[config.mk]
export PLATFORM = sky130hd
export DESIGN_NAME = rm802_bus_arbiter
export DESIGN_NICKNAME = d
export VERILOG_FILES = /design/src/rtl/rm802_bus_arbiter.sv
export SDC_FILE = /design/constraint.sdc
export NUM_CORES = 1
export LEC_CHECK = 0
export ABC_AREA = 1
export CORE_ASPECT_RATIO = 1.25
export CORE_MARGIN = 4
export CORE_UTILIZATION = 50
export DETAILED_ROUTE_END_ITERATION = 16
export PLACE_DENSITY = 0.81
export SLEW_MARGIN = 0
export SYNTH_ARGS = -nofsm -noshare
export SYNTH_HDL_FRONTEND = slang
export SYNTH_SLANG_ARGS = --single-unit
[constraint.sdc]
create_clock -name clk -period 3.1 [get_ports clk]
set_clock_uncertainty 0.15 [all_clocks]
set_input_delay 0.775 -clock clk [delete_from_list [all_inputs] [get_ports clk]]
set_output_delay 0.775 -clock clk [all_outputs]
set_load 0.05 [all_outputs]
[src/rtl/rm802_bus_arbiter.sv]
// ----------------------------------------------------------------------------
// rm802_bus_arbiter
//   Round-robin sequencer/arbiter sharing an 8-bit dual-4-bit 2:1 bus mux
//   between two requesters. A drives the mux a-side (select = 0) and B drives
//   the b-side (select = 1). Ownership is held for at most HOLD_MAX cycles while
//   the other side waits. Every change of owner passes through one disabled
//   TURN cycle, so select never moves while the mux is enabled.
//
//   Optional feature macro: RM802_ARB_LOCK_EN
//     Adds lock_a / lock_b. A locked owner is never preempted, and its hold
//     counter is frozen until the lock is dropped.
//
// Ports:
//   clk          in   system clock, rising edge
//   rst_n        in   asynchronous active-low reset
//   req_a/req_b  in   level requests, held until done
//   lock_a/b     in   (RM802_ARB_LOCK_EN only) suppress timeout while owning
//   gnt_a/gnt_b  out  ownership grants (registered)
//   mux_select   out  mux select, 0 = a, 1 = b (registered)
//   mux_enable_n out  mux enable_n, 1 forces y = 0x00 (registered)
//   busy         out  high in GRANT_A, GRANT_B or TURN
//   preempt      out  one-cycle pulse when a grant is revoked by timeout
// ----------------------------------------------------------------------------
module rm802_bus_arbiter #(
    parameter int unsigned HOLD_MAX = 8,
    parameter int unsigned CNT_W    = 8
) (
    input  logic clk,
    input  logic rst_n,
    input  logic req_a,
    input  logic req_b,
`ifdef RM802_ARB_LOCK_EN
    input  logic lock_a,
    input  logic lock_b,
`endif
    output logic gnt_a,
    output logic gnt_b,
    output logic mux_select,
    output logic mux_enable_n,
    output logic busy,
    output logic preempt
);

    typedef enum logic [1:0] {
        IDLE    = 2'd0,
        GRANT_A = 2'd1,
        GRANT_B = 2'd2,
        TURN    = 2'd3
    } state_e;

    localparam logic [CNT_W-1:0] HOLD_LAST = CNT_W'(HOLD_MAX - 1);
    localparam logic [CNT_W-1:0] HOLD_SAT  = CNT_W'(HOLD_MAX);

    state_e           state_q, state_d;
    logic             gnt_a_q, gnt_a_d;
    logic             gnt_b_q, gnt_b_d;
    logic             sel_q, sel_d;
    logic             en_n_q, en_n_d;
    logic             busy_q, busy_d;
    logic             pre_q, pre_d;
    logic [CNT_W-1:0] hold_q, hold_d;
    logic             last_q, last_d;    // 1 = B owned last

    logic own_b, own_req, oth_req, locked, timeout;
    logic go_grant, go_turn, go_idle, go_b;

    assign own_b   = (state_q == GRANT_B);
    assign own_req = own_b ? req_b : req_a;
    assign oth_req = own_b ? req_a : req_b;
    // Compared with >= so that an owner whose counter has already saturated
    // (held alone beyond HOLD_MAX) is still preempted when the other side arrives.
    assign timeout = (hold_q >= HOLD_LAST);

`ifdef RM802_ARB_LOCK_EN
    assign locked = ((state_q == GRANT_A) && lock_a) || ((state_q == GRANT_B) && lock_b);
`else
    assign locked = 1'b0;
`endif

    always_comb begin
        state_d  = state_q;
        gnt_a_d  = gnt_a_q;
        gnt_b_d  = gnt_b_q;
        sel_d    = sel_q;
        en_n_d   = en_n_q;
        busy_d   = busy_q;
        pre_d    = 1'b0;
        hold_d   = hold_q;
        last_d   = last_q;
        go_grant = 1'b0;
        go_turn  = 1'b0;
        go_idle  = 1'b0;
        go_b     = 1'b0;

        case (state_q)
            IDLE: begin
                if (req_a && req_b) begin
                    go_grant = 1'b1;
                    go_b     = ~last_q;
                end else if (req_a || req_b) begin
                    go_grant = 1'b1;
                    go_b     = req_b;
                end
            end
            GRANT_A, GRANT_B: begin
                if (!own_req) begin
                    // A release wins over a coincident timeout: no preempt pulse.
                    if (oth_req) begin
                        go_turn = 1'b1;
                        go_b    = ~own_b;
                    end else begin
                        go_idle = 1'b1;
                    end
                end else if (oth_req && timeout && !locked) begin
                    go_turn = 1'b1;
                    go_b    = ~own_b;
                    pre_d   = 1'b1;
                end else if (!locked && (hold_q != HOLD_SAT)) begin
                    hold_d = hold_q + 1'b1;
                end
            end
            TURN: begin
                // sel_q already names the incoming side; fall back to the
                // outgoing side if the incoming one has gone away.
                if (sel_q ? req_b : req_a) begin
                    go_grant = 1'b1;
                    go_b     = sel_q;
                end else if (sel_q ? req_a : req_b) begin
                    go_grant = 1'b1;
                    go_b     = ~sel_q;
                end else begin
                    go_idle = 1'b1;
                end
            end
            default: go_idle = 1'b1;
        endcase

        if (go_grant) begin
            state_d = go_b ? GRANT_B : GRANT_A;
            gnt_a_d = ~go_b;
            gnt_b_d = go_b;
            sel_d   = go_b;
            en_n_d  = 1'b0;
            busy_d  = 1'b1;
            last_d  = go_b;
            hold_d  = '0;
        end else if (go_turn) begin
            state_d = TURN;
            gnt_a_d = 1'b0;
            gnt_b_d = 1'b0;
            sel_d   = go_b;
            en_n_d  = 1'b1;
            busy_d  = 1'b1;
        end else if (go_idle) begin
            state_d = IDLE;
            gnt_a_d = 1'b0;
            gnt_b_d = 1'b0;
            en_n_d  = 1'b1;
            busy_d  = 1'b0;
        end
    end

    always_ff @(posedge clk or negedge rst_n) begin
        if (!rst_n) begin
            state_q <= IDLE;
            gnt_a_q <= 1'b0;
            gnt_b_q <= 1'b0;
            sel_q   <= 1'b0;
            en_n_q  <= 1'b1;
            busy_q  <= 1'b0;
            pre_q   <= 1'b0;
            hold_q  <= '0;
            last_q  <= 1'b1;
        end else begin
            state_q <= state_d;
            gnt_a_q <= gnt_a_d;
            gnt_b_q <= gnt_b_d;
            sel_q   <= sel_d;
            en_n_q  <= en_n_d;
            busy_q  <= busy_d;
            pre_q   <= pre_d;
            hold_q  <= hold_d;
            last_q  <= last_d;
        end
    end

    assign gnt_a        = gnt_a_q;
    assign gnt_b        = gnt_b_q;
    assign mux_select   = sel_q;
    assign mux_enable_n = en_n_q;
    assign busy         = busy_q;
    assign preempt      = pre_q;

endmodule
Word-level counts from Yosys, hierarchy flattened. Index checks and enable logic that the tools add are counted.

Order comparisons: 1. Muxes and demuxes: 48. Add/subtract/negate cells: 1. Equality and inequality tests: 5. Bitwise logic cells: 4. Reductions and logical operators: 11.

Operators with widths (number): $mux 8 (5); $mux 1 (36); $add 8x1->8 const B (1); $ge 8x3->1 const B (1); $mux 2 (4); $ne 8x4->1 const B (1); $reduce_bool 2->1 (4); $eq 2x2->1 const B (2); $not 1->1 (4); $pmux 1 s2 (2); $reduce_and 4->1 (1); $pmux 1 s3 (1); $reduce_bool 3->1 (1); $eq 2x1->1 const B (1); $logic_and 1x1->1 (2); $logic_not 2->1 (1); $ne 2x2->1 const B (1); $reduce_or 2->1 (1); $logic_or 1x1->1 (1).

Word-level logic and storage cells: 79. Register bits: 17. Input port bits: 4.

Depth between registers and ports, before layout.
Depth after elaboration: 8. Mapped depth: 11. Mapped depth without buffers: 10.

Least setup slack after synthesis. No wires, ideal clock.

Path kind: reg-to-reg. Start point: register state_q[0]. End point: register gnt_b_q, in the netlist gnt_b. Path buffers: 1. Cell stages (with the launch flop): 8. Setup slack: 1.360 ns. Data arrival time: 1.472 ns. Cells stage by stage: dfrtp_1 -> inv_1 -> ha_1 -> nor3_4 -> inv_2 -> buf_2 -> nand4_1 -> nand2_1.

Word-level cells in the longest chain between the ends: 8. Elaborated cells on any way between the ends: 24. Those cells by class: eq/ne: 3; mux: 16; bitwise: 1; reduce/logical: 4.

RTL lines: start: declaration (RTL line 54) `state_e state_q, state_d;`; start signal: assignment (RTL line 175) `state_q <= state_d;`; $eq 2x2->1 (RTL line 67, 95); $mux 1 (RTL line 69) `assign oth_req = own_b ? req_a : req_b;`; $logic_and 1x1->1 (RTL line 114) `end else if (oth_req && timeout && !locked) begin`; $mux 1 (RTL line 114); $mux 1 (RTL line 106) `if (!own_req) begin`; $mux 1 (RTL line 95) `case (state_q)`; $mux 1 (RTL line 147) `end else if (go_turn) begin`; $mux 1 (RTL line 138) `if (go_grant) begin`; end signal: assignment (RTL line 177) `gnt_b_q <= gnt_b_d;`; end: declaration (RTL line 56) `logic gnt_b_q, gnt_b_d;`.

Parallel ways exist; a longest one is shown, timed or not. A chain may end at the register's enable or synchronous reset.

Worst setup path after layout.
Start point: register en_n_q, in the netlist mux_enable_n. End point: output mux_enable_n.

RTL lines: start: declaration (RTL line 58) `logic en_n_q, en_n_d;`; start signal: assignment (RTL line 179) `en_n_q <= en_n_d;`; end: declaration (RTL line 39) `output logic mux_enable_n,`.

No word-level cell between the ends.

==> reports/results.txt <==
Buf+Inv Stages, Crit Path -> 1
Worst-path clk slew -> 0.09 ns
Avg Cell Area, Syn -> 7.757 um2
Synth Register Bits -> 17
Synth-to-Final Area Change -> 10.87%
CP cell instances -> clkdlybuf4s50_1
r2r setup slk -> 1.04 ns
type of the worst min-delay path -> reg2reg
Int Power -> 622.0 uW
largest family of logic cells by synthesized area -> simple AND/OR/NAND/NOR gates
Final ANT Viol Nets -> 0
total negative slack -> 0 ns
fmax -> 0.3937 GHz
leakage power -> 0.5778 nW
CP max-delay cell -> clkdlybuf4s50_1
worst setup slack after layout -> 0.5597 ns
# Post-CTS Setup Buffers -> 0
Final Hold Fails -> 0
r2r endpoint -> hold_q[6]
R2R depth -> 7
Seq/Total Area, Yosys -> 40.86%
most common cell after layout, fill and taps aside -> nand2_1
GR Overflow Total -> 0
Root Driver -> clkbuf_4
vias in the first global route -> 929
pre-CTS setup slack -> 0.5450 ns
drt wl/cell -> 12.57 um
Max IR drop VDD -> 0.0007131 V
Final HPWL DP -> 1573 um
# placed instances -> 161
Cells after Synth -> 135
Core Region -> 1982 um2
Max Buffers Root-to-Sink -> 2
mux share of post-synthesis cell area -> 0%
via/cell ratio -> 5.527
CP peak stage delay -> 0.79 ns
Final min period -> 2.540 ns
die area -> 2895 um2
Port Buf Inserts -> 9
Clk Latency, worst-skew pair -> 0.29 ns
Core Rows -> 18
status -> finished clean
min-delay src -> last_q
switching share of power -> 52.24%
DR iter-0 viols -> 11
initial antenna violation count -> 0
Num Clock Sinks -> 17
CP delay by family, top -> buffers and inverters
post-synthesis adder-cell area fraction -> 7.168%
Critical Path RT -> 2.17 ns
WL final -> 2074 um
number of diodes -> 0
sequential share of power -> 29.4%
first-pass GRT wire length -> 3698 um
Syn Std Cell Area -> 1047 um2
worst-path fanout max -> 2
WHS Path Cells -> 2
Total Routing Usage GR -> 15.88%
Synth Area in XOR/XNOR -> 2.509%
crit path DAT -> 1.62 ns
Slew HR -> 48.88%
Post-Syn Nets -> 145
H-tree levels -> 1
CP endpoint kind -> output pin
clock power share -> 9.0%
RSZ-0062 raised after global routing -> false
Design Power -> 1.302 mW
chip height -> 59.17 um
synth warn -> 0
fin crit share -> 81.95%
Worst Hold Path EP -> last_q
final net count -> 156
Netlist cell types -> 22
CP startpoint kind -> flip-flop
post-cts sizing count -> 0
vias -> 912
# DRC -> 0
Starting Density -> 52.84%
P_sw -> 680.2 uW
IO Pins -> 10
Crit Path Category -> reg2out
number of CTS-inserted buffers -> 3
Simple-Gate Fraction of Synth Area -> 31.66%
CTS tree -> yes
final slew viol count -> 0
CTS Hold Bufs -> 0
worst-margin pin slew -> 0.7644 ns
largest net degree at the start of global routing -> 18
Layout Cells excl Fill -> 165
commonest non-fill, non-tap cells in the layout -> 34 x nand2_1, 15 x dfrtp_1, 14 x inv_1
reg-to-reg startpoint -> state_q[0]
Synth Area in Compound Gates -> 9.438%
share of cells above drive strength 1 -> 10.34%
power per cell area -> 1122 nW/um2
Gate power share -> 61.6%
post-layout util -> 58.59%
setup violators final -> 0
First-pass DRT Iterations -> 4
Die W -> 48.94 um
# fillers -> 181
routability cong. -> 0.8419
max cap viols -> 0
## layout make-up
type                            count  area, um2  area share, %
Tap cell                           20      25.02          2.155
Inverter                           16      60.06          5.172
Clock buffer                        4      26.28          2.263
Timing Repair Buffer                9      90.09          7.759
Sequential cell                    17      427.9          36.85
Multi-Input combinational cell     99      531.8          45.80
## power groups by stage
stage	Clock [mW]	Sequential (mW)	Combinational (mW)
finish	0.118	0.383	0.802
global route	0.131	0.398	0.907
global placement	0	0.385	0.778
CTS	0.119	0.383	0.804
floorplan	0	0.472	0.570
detailed placement	0	0.388	0.799
## worst min-delay path, cell delays in order (launching register included)
cell,delay (ns)
dfstp_2,0.39
nand2_1,0.06
nand2_1,0.05
## how the worst max path moves through the flow
stage / slack, ns / from / cells after the start / end
after detailed placement: 0.55 / req_a / 7 / hold_q[7]
after global routing: 0.52 / mux_enable_n / 1 / mux_enable_n
after global placement: 0.62 / req_a / 7 / hold_q[3]
final: 0.56 / mux_enable_n / 1 / mux_enable_n
after CTS: 0.56 / mux_enable_n / 1 / mux_enable_n
after floorplan: 1.36 / state_q[0] / 7 / gnt_b
## registers in the layout, indices dropped and copies added (netlist names)
register,count
hold_q,8
state_q,2
busy,1
gnt_a,1
gnt_b,1
last_q,1
mux_enable_n,1
mux_select,1
preempt,1
## stage by stage
| stage | hold WS (ns) | instance area (um2) |
|---|---|---|
| global placement | 0.3191 | 1135 |
| global route | 0.3892 | 1161 |
| detailed placement | 0.3233 | 1135 |
| CTS | 0.3375 | 1161 |
| finish | 0.3358 | 1161 |
| floorplan | 0.2974 | 1047 |
## synthesized netlist by cell type
cell type | instances | area (um2)
dfstp_2 | 2 | 52.55
buf_6 | 2 | 22.52
a31oi_1 | 1 | 6.260
dfrtp_1 | 15 | 375.4
nor2_2 | 2 | 12.51
nand2_1 | 34 | 127.6
inv_1 | 14 | 52.55
o21ai_0 | 6 | 30.03
nor3_4 | 1 | 16.27
xor2_1 | 3 | 26.28
nand3_1 | 13 | 65.06
nand4_1 | 6 | 37.54
inv_2 | 2 | 7.510
ha_1 | 6 | 75.07
o21ai_2 | 2 | 17.52
a21oi_1 | 3 | 15.01
o21ai_1 | 6 | 30.03
nand2_2 | 3 | 18.77
buf_2 | 1 | 5.000
nor3b_1 | 1 | 7.510
nor2_1 | 11 | 41.29
nor3_1 | 1 | 5.000
## kinds of logic (layout without fill, tap and decap cells)
logic type / after synthesis / in the layout
xor+xnor: 3 / 3
compound gates: 18 / 18
simple gates: 72 / 72
buf+inv: 19 / 29
flops: 17 / 17
fa+ha+maj: 6 / 6
## per-layer routing
layer / up-vias / global-route usage [%] / wire length [um]
li1: 459 / - / -
met1: 430 / 16.69 / 865
met2: 21 / 30.78 / 1107
met3: 2 / 3.275 / 84
met4: 0 / 5.769 / 15
met5: - / 0 / 0
(Power assumes the default switching activity.)
